## src/rtl/hyperbus_trans_sched_pkg.sv

```systemverilog
// Shared types and defaults for the HyperBus transfer scheduler.
package hyperbus_trans_sched_pkg;

    // Default transfer field widths (address, beats-1 length, chip selects).
    localparam int DefNumReq    = 2;
    localparam int DefNumChips  = 2;
    localparam int DefAddrWidth = 32;
    localparam int DefLenWidth  = 16;
    localparam int DefGapWidth  = 4;

    typedef enum logic [1:0] {
        IDLE      = 2'd0,
        ISSUE     = 2'd1,
        WAIT_DONE = 2'd2,
        GAP       = 2'd3
    } sched_state_e;

    // Index width for an n-entry vector; never below one bit.
    function automatic int idx_width(input int n);
        return (n > 1) ? $clog2(n) : 1;
    endfunction

endpackage

```

## src/rtl/hyperbus_trans_sched_if.sv

```systemverilog
// Requester, transfer-channel and completion signals of the scheduler.
interface hyperbus_trans_sched_if
    import hyperbus_trans_sched_pkg::*;
#(
    parameter int NumReq    = DefNumReq,
    parameter int NumChips  = DefNumChips,
    parameter int AddrWidth = DefAddrWidth,
    parameter int LenWidth  = DefLenWidth,
    parameter int GapWidth  = DefGapWidth
);
    logic [NumReq-1:0]           req_valid_i;
    logic [NumReq-1:0]           req_ready_o;
    logic [NumReq*AddrWidth-1:0] req_addr_i;
    logic [NumReq*LenWidth-1:0]  req_len_i;
    logic [NumReq-1:0]           req_write_i;
    logic [NumReq*NumChips-1:0]  req_cs_i;
    logic                        trans_valid_o;
    logic                        trans_ready_i;
    logic [AddrWidth-1:0]        trans_addr_o;
    logic [LenWidth-1:0]         trans_len_o;
    logic                        trans_write_o;
    logic [NumChips-1:0]         trans_cs_o;
    logic                        rx_hs_i;
    logic                        rx_last_i;
    logic                        b_hs_i;
    logic [GapWidth-1:0]         cfg_idle_gap_i;
    logic [NumReq-1:0]           grant_o;
    logic                        busy_o;
    logic                        err_o;

    // Scheduler side.
    modport slave (
        input  req_valid_i, req_addr_i, req_len_i, req_write_i, req_cs_i,
        input  trans_ready_i, rx_hs_i, rx_last_i, b_hs_i, cfg_idle_gap_i,
        output req_ready_o, trans_valid_o, trans_addr_o, trans_len_o,
        output trans_write_o, trans_cs_o, grant_o, busy_o, err_o
    );

    // Requester / channel side.
    modport master (
        output req_valid_i, req_addr_i, req_len_i, req_write_i, req_cs_i,
        output trans_ready_i, rx_hs_i, rx_last_i, b_hs_i, cfg_idle_gap_i,
        input  req_ready_o, trans_valid_o, trans_addr_o, trans_len_o,
        input  trans_write_o, trans_cs_o, grant_o, busy_o, err_o
    );

endinterface

```

## src/rtl/hyperbus_trans_sched_rr_pick.sv

```systemverilog
// Round-robin first-one finder: lowest set request at or above ptr_i,
// wrapping to the lowest set request overall when none lies above.
module hyperbus_trans_sched_rr_pick #(
    parameter int NumReq = 2,
    parameter int IdxW   = 1
) (
    input  logic [NumReq-1:0] req_i,
    input  logic [IdxW-1:0]   ptr_i,
    output logic [NumReq-1:0] onehot_o,
    output logic [IdxW-1:0]   idx_o,
    output logic              any_o
);

    logic [NumReq-1:0] upper;
    logic [NumReq-1:0] cand;

    // Mask off requests below the pointer, fall back to the full set when empty.
    always_comb begin
        upper = {NumReq{1'b0}};
        for (int i = 0; i < NumReq; i++) begin
            upper[i] = req_i[i] & (i >= int'(ptr_i));
        end
        cand = (|upper) ? upper : req_i;
    end

    // Lowest set candidate wins; scan downward so the lowest index is written last.
    always_comb begin
        idx_o    = {IdxW{1'b0}};
        onehot_o = {NumReq{1'b0}};
        for (int i = NumReq - 1; i >= 0; i--) begin
            idx_o = cand[i] ? IdxW'(i) : idx_o;
        end
        for (int i = 0; i < NumReq; i++) begin
            onehot_o[i] = cand[i] & (IdxW'(i) == idx_o);
        end
        any_o = |req_i;
    end

endmodule

```

## src/rtl/hyperbus_trans_sched.sv

```systemverilog
// Transfer scheduler: round-robin ownership of the single HyperBus transfer
// channel, one transfer in flight, optional CS-high idle gap afterwards.
module hyperbus_trans_sched
    import hyperbus_trans_sched_pkg::*;
#(
    parameter int NumReq    = DefNumReq,
    parameter int NumChips  = DefNumChips,
    parameter int AddrWidth = DefAddrWidth,
    parameter int LenWidth  = DefLenWidth,
    parameter int GapWidth  = DefGapWidth
) (
    input logic                  clk_i,
    input logic                  rst_i,
    hyperbus_trans_sched_if.slave bus
);

    localparam int IdxW = idx_width(NumReq);

    sched_state_e         state_q, state_d;
    logic [IdxW-1:0]      rr_q, rr_d;
    logic [NumReq-1:0]    grant_q, grant_d;
    logic                 trans_valid_q, trans_valid_d;
    logic [AddrWidth-1:0] addr_q, addr_d;
    logic [LenWidth-1:0]  len_q, len_d;
    logic                 write_q, write_d;
    logic [NumChips-1:0]  cs_q, cs_d;
    logic                 busy_q, busy_d;
    logic                 err_q, err_d;
    logic [GapWidth-1:0]  gap_q, gap_d;

    logic [NumReq-1:0]    pick_onehot;
    logic [IdxW-1:0]      pick_idx;
    logic                 pick_any;
    logic [AddrWidth-1:0] sel_addr;
    logic [LenWidth-1:0]  sel_len;
    logic                 sel_write;
    logic [NumChips-1:0]  sel_cs;
    logic                 rx_done_ev;

    hyperbus_trans_sched_rr_pick #(
        .NumReq (NumReq),
        .IdxW   (IdxW)
    ) u_pick (
        .req_i    (bus.req_valid_i),
        .ptr_i    (rr_q),
        .onehot_o (pick_onehot),
        .idx_o    (pick_idx),
        .any_o    (pick_any)
    );

    assign rx_done_ev = bus.rx_hs_i & bus.rx_last_i;

    // Mux the winning requester's fields with an AND-OR over the one-hot pick.
    always_comb begin
        sel_addr  = {AddrWidth{1'b0}};
        sel_len   = {LenWidth{1'b0}};
        sel_write = 1'b0;
        sel_cs    = {NumChips{1'b0}};
        for (int i = 0; i < NumReq; i++) begin
            sel_addr  = sel_addr  | (bus.req_addr_i[i*AddrWidth +: AddrWidth] & {AddrWidth{pick_onehot[i]}});
            sel_len   = sel_len   | (bus.req_len_i[i*LenWidth +: LenWidth] & {LenWidth{pick_onehot[i]}});
            sel_write = sel_write | (bus.req_write_i[i] & pick_onehot[i]);
            sel_cs    = sel_cs    | (bus.req_cs_i[i*NumChips +: NumChips] & {NumChips{pick_onehot[i]}});
        end
    end

    // Accept is only offered while idle, and only to the round-robin winner.
    always_comb begin
        if (state_q == IDLE) begin
            bus.req_ready_o = pick_onehot;
        end else begin
            bus.req_ready_o = {NumReq{1'b0}};
        end
    end

    // Scheduler next-state: arbitration, issue, completion tracking and idle gap.
    always_comb begin
        state_d       = state_q;
        rr_d          = rr_q;
        grant_d       = grant_q;
        trans_valid_d = trans_valid_q;
        addr_d        = addr_q;
        len_d         = len_q;
        write_d       = write_q;
        cs_d          = cs_q;
        busy_d        = busy_q;
        gap_d         = gap_q;
        err_d         = 1'b0;
        case (state_q)
            IDLE: begin
                err_d = bus.b_hs_i | rx_done_ev;
                if (pick_any) begin
                    addr_d        = sel_addr;
                    len_d         = sel_len;
                    write_d       = sel_write;
                    cs_d          = sel_cs;
                    grant_d       = pick_onehot;
                    rr_d          = (pick_idx == IdxW'(NumReq - 1)) ? {IdxW{1'b0}} : pick_idx + IdxW'(1);
                    trans_valid_d = 1'b1;
                    busy_d        = 1'b1;
                    state_d       = ISSUE;
                end else begin
                    state_d = IDLE;
                end
            end
            ISSUE: begin
                // A completion cannot precede the transfer it completes.
                err_d = bus.b_hs_i | rx_done_ev;
                if (bus.trans_ready_i) begin
                    trans_valid_d = 1'b0;
                    state_d       = WAIT_DONE;
                end else begin
                    state_d = ISSUE;
                end
            end
            WAIT_DONE: begin
                err_d = write_q ? rx_done_ev : bus.b_hs_i;
                if (write_q ? bus.b_hs_i : rx_done_ev) begin
                    grant_d = {NumReq{1'b0}};
                    if (bus.cfg_idle_gap_i != {GapWidth{1'b0}}) begin
                        gap_d   = bus.cfg_idle_gap_i;
                        state_d = GAP;
                    end else begin
                        busy_d  = 1'b0;
                        state_d = IDLE;
                    end
                end else begin
                    state_d = WAIT_DONE;
                end
            end
            GAP: begin
                err_d = bus.b_hs_i | rx_done_ev;
                gap_d = gap_q - GapWidth'(1);
                if (gap_q == GapWidth'(1)) begin
                    busy_d  = 1'b0;
                    state_d = IDLE;
                end else begin
                    state_d = GAP;
                end
            end
            default: begin
                grant_d       = {NumReq{1'b0}};
                trans_valid_d = 1'b0;
                busy_d        = 1'b0;
                state_d       = IDLE;
            end
        endcase
    end

    // State and output registers with synchronous reset.
    always_ff @(posedge clk_i) begin
        if (rst_i) begin
            state_q       <= IDLE;
            rr_q          <= {IdxW{1'b0}};
            grant_q       <= {NumReq{1'b0}};
            trans_valid_q <= 1'b0;
            addr_q        <= {AddrWidth{1'b0}};
            len_q         <= {LenWidth{1'b0}};
            write_q       <= 1'b0;
            cs_q          <= {NumChips{1'b0}};
            busy_q        <= 1'b0;
            err_q         <= 1'b0;
            gap_q         <= {GapWidth{1'b0}};
        end else begin
            state_q       <= state_d;
            rr_q          <= rr_d;
            grant_q       <= grant_d;
            trans_valid_q <= trans_valid_d;
            addr_q        <= addr_d;
            len_q         <= len_d;
            write_q       <= write_d;
            cs_q          <= cs_d;
            busy_q        <= busy_d;
            err_q         <= err_d;
            gap_q         <= gap_d;
        end
    end

    assign bus.trans_valid_o = trans_valid_q;
    assign bus.trans_addr_o  = addr_q;
    assign bus.trans_len_o   = len_q;
    assign bus.trans_write_o = write_q;
    assign bus.trans_cs_o    = cs_q;
    assign bus.grant_o       = grant_q;
    assign bus.busy_o        = busy_q;
    assign bus.err_o         = err_q;

endmodule

```

## src/flat_wrapper.sv

```systemverilog
// flat-port wrapper written by rule: the top's interface ports become plain ports
module hyperbus_trans_sched_flat import hyperbus_trans_sched_pkg::*;
#(
    parameter int NumReq    = DefNumReq,
    parameter int NumChips  = DefNumChips,
    parameter int AddrWidth = DefAddrWidth,
    parameter int LenWidth  = DefLenWidth,
    parameter int GapWidth  = DefGapWidth
)
  (clk_i, rst_i, bus_req_valid_i, bus_req_addr_i, bus_req_len_i, bus_req_write_i, bus_req_cs_i, bus_trans_ready_i, bus_rx_hs_i, bus_rx_last_i, bus_b_hs_i, bus_cfg_idle_gap_i, bus_req_ready_o, bus_trans_valid_o, bus_trans_addr_o, bus_trans_len_o, bus_trans_write_o, bus_trans_cs_o, bus_grant_o, bus_busy_o, bus_err_o);
  hyperbus_trans_sched_if #(.NumReq(NumReq), .NumChips(NumChips), .AddrWidth(AddrWidth), .LenWidth(LenWidth), .GapWidth(GapWidth)) bus_i ();
  input logic clk_i;
  input logic rst_i;
  input wire logic [$bits(bus_i.req_valid_i)-1:0] bus_req_valid_i;
  input wire logic [$bits(bus_i.req_addr_i)-1:0] bus_req_addr_i;
  input wire logic [$bits(bus_i.req_len_i)-1:0] bus_req_len_i;
  input wire logic [$bits(bus_i.req_write_i)-1:0] bus_req_write_i;
  input wire logic [$bits(bus_i.req_cs_i)-1:0] bus_req_cs_i;
  input wire logic [$bits(bus_i.trans_ready_i)-1:0] bus_trans_ready_i;
  input wire logic [$bits(bus_i.rx_hs_i)-1:0] bus_rx_hs_i;
  input wire logic [$bits(bus_i.rx_last_i)-1:0] bus_rx_last_i;
  input wire logic [$bits(bus_i.b_hs_i)-1:0] bus_b_hs_i;
  input wire logic [$bits(bus_i.cfg_idle_gap_i)-1:0] bus_cfg_idle_gap_i;
  output wire logic [$bits(bus_i.req_ready_o)-1:0] bus_req_ready_o;
  output wire logic [$bits(bus_i.trans_valid_o)-1:0] bus_trans_valid_o;
  output wire logic [$bits(bus_i.trans_addr_o)-1:0] bus_trans_addr_o;
  output wire logic [$bits(bus_i.trans_len_o)-1:0] bus_trans_len_o;
  output wire logic [$bits(bus_i.trans_write_o)-1:0] bus_trans_write_o;
  output wire logic [$bits(bus_i.trans_cs_o)-1:0] bus_trans_cs_o;
  output wire logic [$bits(bus_i.grant_o)-1:0] bus_grant_o;
  output wire logic [$bits(bus_i.busy_o)-1:0] bus_busy_o;
  output wire logic [$bits(bus_i.err_o)-1:0] bus_err_o;
  assign bus_i.req_valid_i = bus_req_valid_i;
  assign bus_i.req_addr_i = bus_req_addr_i;
  assign bus_i.req_len_i = bus_req_len_i;
  assign bus_i.req_write_i = bus_req_write_i;
  assign bus_i.req_cs_i = bus_req_cs_i;
  assign bus_i.trans_ready_i = bus_trans_ready_i;
  assign bus_i.rx_hs_i = bus_rx_hs_i;
  assign bus_i.rx_last_i = bus_rx_last_i;
  assign bus_i.b_hs_i = bus_b_hs_i;
  assign bus_i.cfg_idle_gap_i = bus_cfg_idle_gap_i;
  assign bus_req_ready_o = bus_i.req_ready_o;
  assign bus_trans_valid_o = bus_i.trans_valid_o;
  assign bus_trans_addr_o = bus_i.trans_addr_o;
  assign bus_trans_len_o = bus_i.trans_len_o;
  assign bus_trans_write_o = bus_i.trans_write_o;
  assign bus_trans_cs_o = bus_i.trans_cs_o;
  assign bus_grant_o = bus_i.grant_o;
  assign bus_busy_o = bus_i.busy_o;
  assign bus_err_o = bus_i.err_o;
  hyperbus_trans_sched #(.NumReq(NumReq), .NumChips(NumChips), .AddrWidth(AddrWidth), .LenWidth(LenWidth), .GapWidth(GapWidth)) u_core (.clk_i(clk_i), .rst_i(rst_i), .bus(bus_i));
endmodule
```

## config.mk

```make
export PLATFORM = sky130hd
export DESIGN_NAME = hyperbus_trans_sched_flat
export DESIGN_NICKNAME = d
export VERILOG_FILES = /design/src/rtl/hyperbus_trans_sched_pkg.sv /design/src/rtl/hyperbus_trans_sched_if.sv /design/src/rtl/hyperbus_trans_sched_rr_pick.sv /design/src/rtl/hyperbus_trans_sched.sv /design/src/flat_wrapper.sv
export SDC_FILE = /design/constraint.sdc
export NUM_CORES = 1
export LEC_CHECK = 0
export ABC_AREA = 1
export ABC_CLOCK_PERIOD_IN_PS = 1400
export BUFFER_PORTS_ARGS = -buffer_cell sky130_fd_sc_hd__buf_4
export CAP_MARGIN = 10
export CORE_ASPECT_RATIO = 1.1
export CORE_MARGIN = 2
export CORE_UTILIZATION = 44
export CTS_CLUSTER_DIAMETER = 60
export CTS_CLUSTER_SIZE = 30
export DETAILED_ROUTE_END_ITERATION = 6
export PLACE_DENSITY = 0.85
export REMOVE_ABC_BUFFERS = 1
export SLEW_MARGIN = 10
export SYNTH_ARGS = -nofsm -noshare
export SYNTH_HDL_FRONTEND = slang
export SYNTH_SLANG_ARGS = --single-unit
```

## constraint.sdc

```tcl
create_clock -name clk_i -period 1.4 [get_ports clk_i]
set_input_delay 0.28 -clock clk_i [delete_from_list [all_inputs] [get_ports clk_i]]
set_output_delay 0.28 -clock clk_i [all_outputs]
set_load 0.05 [all_outputs]
```

# After elaboration in Yosys (flattened, before gate mapping)
# Cells that the tools add are included.
[word_totals]
inputBits = 114
out_inout_bits = 58
regBits = 63
[op_classes]
eq_ne = 10
mux = 27
magnitude_cmp = 1
n_addsub = 2
n_bitwise = 18
n_reduce_logical = 14
[ops]
columns = ["cell", "n"]
rows = [
  ["$and 32x32->32", 2],
  ["$and 16x16->16", 2],
  ["$or 32x32->32", 1],
  ["$or 16x16->16", 1],
  ["$mux 2", 7],
  ["$mux 1", 12],
  ["$reduce_and 3->1", 3],
  ["$mux 4", 2],
  ["$ne 2x1->1 const B", 4],
  ["$pmux 2 s4", 1],
  ["$pmux 4 s2", 1],
  ["$and 1x1->1", 6],
  ["$reduce_bool 2->1", 3],
  ["$reduce_and 5->1", 1],
  ["$and 2x2->2", 2],
  ["$eq 2x2->1 const B", 2],
  ["$eq 4x1->1 const B", 1],
  ["$ne 2x2->1 const B", 2],
  ["$pmux 1 s2", 2],
  ["$pmux 2 s2", 1],
  ["$reduce_bool 4->1", 1],
  ["$reduce_or 2->1", 2],
  ["$sub 4x1->4 const B", 1],
  ["$pmux 1 s3", 1],
  ["10 further kinds", 11],
]

# Longest topological paths before layout
[depth]
ltp_word = 9
mapped_depth = 8
ltp_nobuf = 7

# Hierarchy
# A second synthesis with hierarchy kept.
[unflattened]
hier_cells = 409
area_unflattened_um2 = 2934.1
[by_module_without_submodules]
columns = ["mod", "cells_each", "area_per_inst_um2", "instances"]
rows = [
  ["hyperbus_trans_sched", 402, 2901.5, 1],
  ["hyperbus_trans_sched_rr_pick", 7, 32.5, 1],
]

# Least setup slack after synthesis
# No wires, ideal clock.
[synth_timing]
path_type = "register to register"
startpoint = "reg u_core.state_q[0]"
endpoint = "reg u_core.grant_q[1], in the netlist u_core.bus.grant_o[1]"
slack_ps = -296
arrival_ps = 1625
setup_ps = 70
n_path_buf = 0
stages_incl_launch_ff = 6
t_required_ps = 1330
period_less_slack_ps = 1696
path_cell_list = "dfxtp_1 > nor3_4 > inv_2 > nor2_1 > inv_1 > a21oi_1"
[synth_via]
elab_chain_len = 3
word_cells_on_any_way = 7
cone_classes = "eq/ne: 3; mux: 1; reduce/logical: 3"
[synth_rtl]
columns = ["element", "line_no", "source"]
rows = [
  ["from (decl)", "hyperbus_trans_sched.sv:19", "sched_state_e state_q, state_d;"],
  ["from (signal assigned)", "hyperbus_trans_sched.sv:165", "state_q <= state_d;"],
  ["$eq 2x2->1 / $logic_not 2->1 (equally long branches)", "hyperbus_trans_sched.sv:89", "case (state_q)"],
  ["$ne 2x1->1 (no line) / $reduce_bool 2->1 (equally long branches)", "-", ""],
  ["$reduce_and 3->1 (no line)", "-", ""],
  ["to (signal assigned)", "hyperbus_trans_sched.sv:155", "grant_q <= {NumReq{1'b0}};"],
  ["to (signal assigned)", "hyperbus_trans_sched.sv:167", "grant_q <= grant_d;"],
  ["to (decl)", "hyperbus_trans_sched.sv:21", "logic [NumReq-1:0] grant_q, grant_d;"],
]
# Parallel ways exist; a longest one is shown, timed or not.
# A chain may end at the register's enable or synchronous reset.

# Worst setup path after layout
[layout_timing]
startpoint = "reg u_core.state_q[1]"
endpoint = "out bus_req_ready_o[1]"
[layout_via]
elab_chain_len = 2
[layout_rtl]
columns = ["element", "line_no", "source"]
rows = [
  ["$logic_not 2->1", "hyperbus_trans_sched.sv:69", "if (state_q == IDLE) begin"],
  ["$mux 2", "hyperbus_trans_sched.sv:69", ""],
  ["to (decl)", "flat_wrapper.sv:24", "output wire logic [$bits(bus_i.req_ready_o)-1:0] bus_req_ready_o;"],
]
# Every way passes these cells.

==> metrics.md <==
| Metric | Value |
|---|---|
| Power Dens Cells | 1630 nW/um2 |
| DRC violations left | 0 |
| Layout cell share with drive strength beyond 1 | 0.396 |
| Overall Global Routing Usage | 0.261 |
| Synth Flop Type | dfxtp_1 |
| Grt ovf | 0 |
| Worst EP arrival | roughly 1300 ps |
| Area of the mapped netlist | between 2000 and 3000 um2 |
| Detail-routed via count per cell | approximately 5.2 |
| GP Congestion | 0.875 |
| Die height | 89.9 um |
| Detail Route Antenna Nets | 0 |
| Final wirelength | between 10000 and 15000 um |
| Maximum VDD drop | 0.00120 V |
| WHS | 204 ps |
| Post-synthesis average cell area | about 6.7 um2 |
| Number of global-route vias before repair | roughly 3600 |
| Sequential fraction of the synthesis area | 0.427 |
| Max-slew headroom | 0.689 |
| Vias | 3691 |
| Avg WL per Cell | 14.9 um |
| CTS tree | built |
| FF+latch count, synth | 63 |
| Layout net count | about 750 |
| Tmin final | ~1500 ps |
| Layout Cells excl Fill | between 700 and 800 |
| Area grow syn2layout | 69.3% |
| Top delay family on crit path | simple AND/OR/NAND/NOR gates |
| Crit path required time | ~1100 ps |
| Crit-path cells | nor3_4, inv_2, nor2_4, buf_8 |
| Clock-pin slew on the worst setup and hold paths | 70 ps |
| Global-route wire length before repair | about 15000 um |
| Post-layout util | 0.762 |
| Max-cap viol count | 0 |
| Top cells by area, synth | dfxtp_1 (43%), nand2_1 (27%), a21oi_1 (6.6%) |
| Placed Cells incl. Taps | approximately 700 |
| Design Power | approximately 8 mW |
| WP buf/inv | 2 |
| Initial antenna violation count | 0 |
| Yosys top cell by area | dfxtp_1 |
| Final Setup Violations | 2 |
| Synth top area share | 0.427 |
| Hold Violations, Final | 0 |
| Commonest non-fill, non-tap cell in the layout | nand2_1 |
| H-Tree Depth | 3 |
| Critical path's slowest cell | dfxtp_2 |
| Distinct cells, synth | 27 |
| Worst Skew | roughly 6.6 ps |
| Initial core utilization | 0.450 |
| Leak | between 2 and 2.5 nW |
| Num CTS Buffers | 9 |
| Clk_lat worst skew | between 300 and 400 ps |
| Die area | approximately 7400 um2 |
| Crit path max fanout | 3 |
| Initial DRC Count | roughly 180 |
| Failing checks | negative setup slack |
| CTS max path bufs | 2 |
| Status | finished with violations |
| Most frequent cells in the layout | nand2_1 (207), buf_4 (184), dfxtp_1 (60), a21oi_1 (29), a31oi_1 (22) |
| Fin. max-slew vios | 0 |
| Crit end category | primary output |
| Site Rows | 31 |
| Die Wd | about 80 um |
| Ys Warns | 0 |
| CORE AREA | between 6000 and 7000 um2 |
| Max Freq | between 0.6 and 0.7 GHz |
| Startpoint types | flop |
| Fillcell total | ~500 |
| Post-synth ARST share | 0 |
| N_diodes | 0 |
| Period utilisation layout | 1.10 |
| Pre-antenna DRT Iters | 6 |
| FF-to-FF Start | u_core.rr_q$_SDFFE_PP0P_ |
| Tightest Pin Transition | roughly 470 ps |
| # IOs | 172 |
| CTS Sinks | 63 |
| HP Start | bus_req_addr_i[40] |
| CTS root buf | clkbuf_8 |
| Worst hold-check path type | in2reg |
| Post-route worst setup slack | -134 ps |
| Setup CP Type | reg2out |
| Crit path from | u_core.state_q[1]$_SDFF_PP0_ |
| HPWL Detailed | around 6900 um |
| Port buffer count | 171 |
| RSZ-0062 raised after global routing | true |
| EDFF count, synth | 0 |
| Cells after synthesis | 440 |
| Largest net degree at the start of global routing | 44 |
| CP max stage delay | approximately 330 ps |
worst register-to-register path, cell delays in order (launching register included):
cell,delay (ps)
dfxtp_2,360
o21ai_4,180
buf_4,150
clkinvlp_4,110
buf_8,170
nand2_1,80
nand2_1,100
nand2_4,90
a21oi_2,50
final timing paths:
kind	to	slack [ps]	cells after the start
setup reg to reg	u_core.bus.trans_addr_o[29]$_SDFFE_PP0P_	0	8
hold / removal	u_core.bus.trans_addr_o[8]$_SDFFE_PP0P_	200	3
setup / recovery	bus_req_ready_o[1]	-130	4
hold reg to reg	u_core.bus.trans_len_o[4]$_SDFFE_PP0P_	470	2
cells by family after synthesis:
family,synth area share
and+or+nand+nor,0.318
AOI/OAI and AO/OA,0.173
DFF,0.427
buffers and inverters,0.0708
adders and majority gates,0.00848
xor gates and xnor gates,0.00297
power breakdown:
part	internal, mW	switching [mW]
Sequential	2.14	0.219
Clock	1.10	0.664
Combinational	1.59	2.44
Total	4.83	3.32
final cells by class:
| class | instances | area (um2) | share of cell area |
|---|---|---|---|
| clock buffers | 13 | 159 | 0.0318 |
| clock inverters | 3 | 65.1 | 0.0130 |
| inverters | 14 | 56.3 | 0.0113 |
| multi-input cells | 336 | 1600 | 0.320 |
| flip-flops and latches | 63 | 1260 | 0.253 |
| well taps | 82 | 103 | 0.0205 |
| repair buffers | 205 | 1750 | 0.350 |
repair_timing:
| item | CTS | global route |
|---|---|---|
| hold buffers | 0 | 0 |
| resized for setup | 8 | 61 |
| buffers inserted | 4 | 6 |
| gates cloned | 0 | 6 |
| endpoints found under the setup margin | 2 | 40 |
| pin swaps | 3 | 17 |
per-layer routing:
metal | part of all wire | vias up | GRT usage
li1 | - | 1801 | -
met2 | 0.53 | 158 | 0.463
met3 | 0.060 | 41 | 0.0472
met1 | 0.37 | 1691 | 0.276
met5 | 0 | - | 0
met4 | 0.038 | 0 | 0.156
synth_stat cells (2+ instances only):
library cell	count
ha_1	2
inv_1	12
nand2_1	214
o21bai_1	2
nor3_1	2
a31oi_1	22
nand3_1	8
clkbuf_1	10
buf_6	3
o21ai_0	27
buf_2	11
dfxtp_1	63
a21oi_1	39
nor2_1	12
sequential cells by signal, summed over array words and instances, names as in the netlist:
| register | count |
|---|---|
| u_core.bus.err_o | 1 |
| u_core.gap_q | 4 |
| u_core.bus.trans_cs_o | 2 |
| u_core.bus.trans_addr_o | 32 |
| u_core.state_q | 2 |
| u_core.bus.grant_o | 2 |
| u_core.bus.trans_write_o | 1 |
| u_core.rr_q | 1 |
| u_core.bus.busy_o | 1 |
| u_core.bus.trans_valid_o | 1 |
| u_core.bus.trans_len_o | 16 |
per-stage QoR:
| stage | TNS [ps] | worst slack, ps | instance area [um2] |
|---|---|---|---|
| floorplan | -58870 | -1950 | 2800 |
| global placement | 0 | 28.4 | 4370 |
| detailed placement | -44.3 | -16.8 | 4370 |
| CTS | -194 | -102 | 4660 |
| global route | -1910 | -174 | 5000 |
| finish | -237 | -134 | 5000 |
Power figures use the tool's default switching activity.
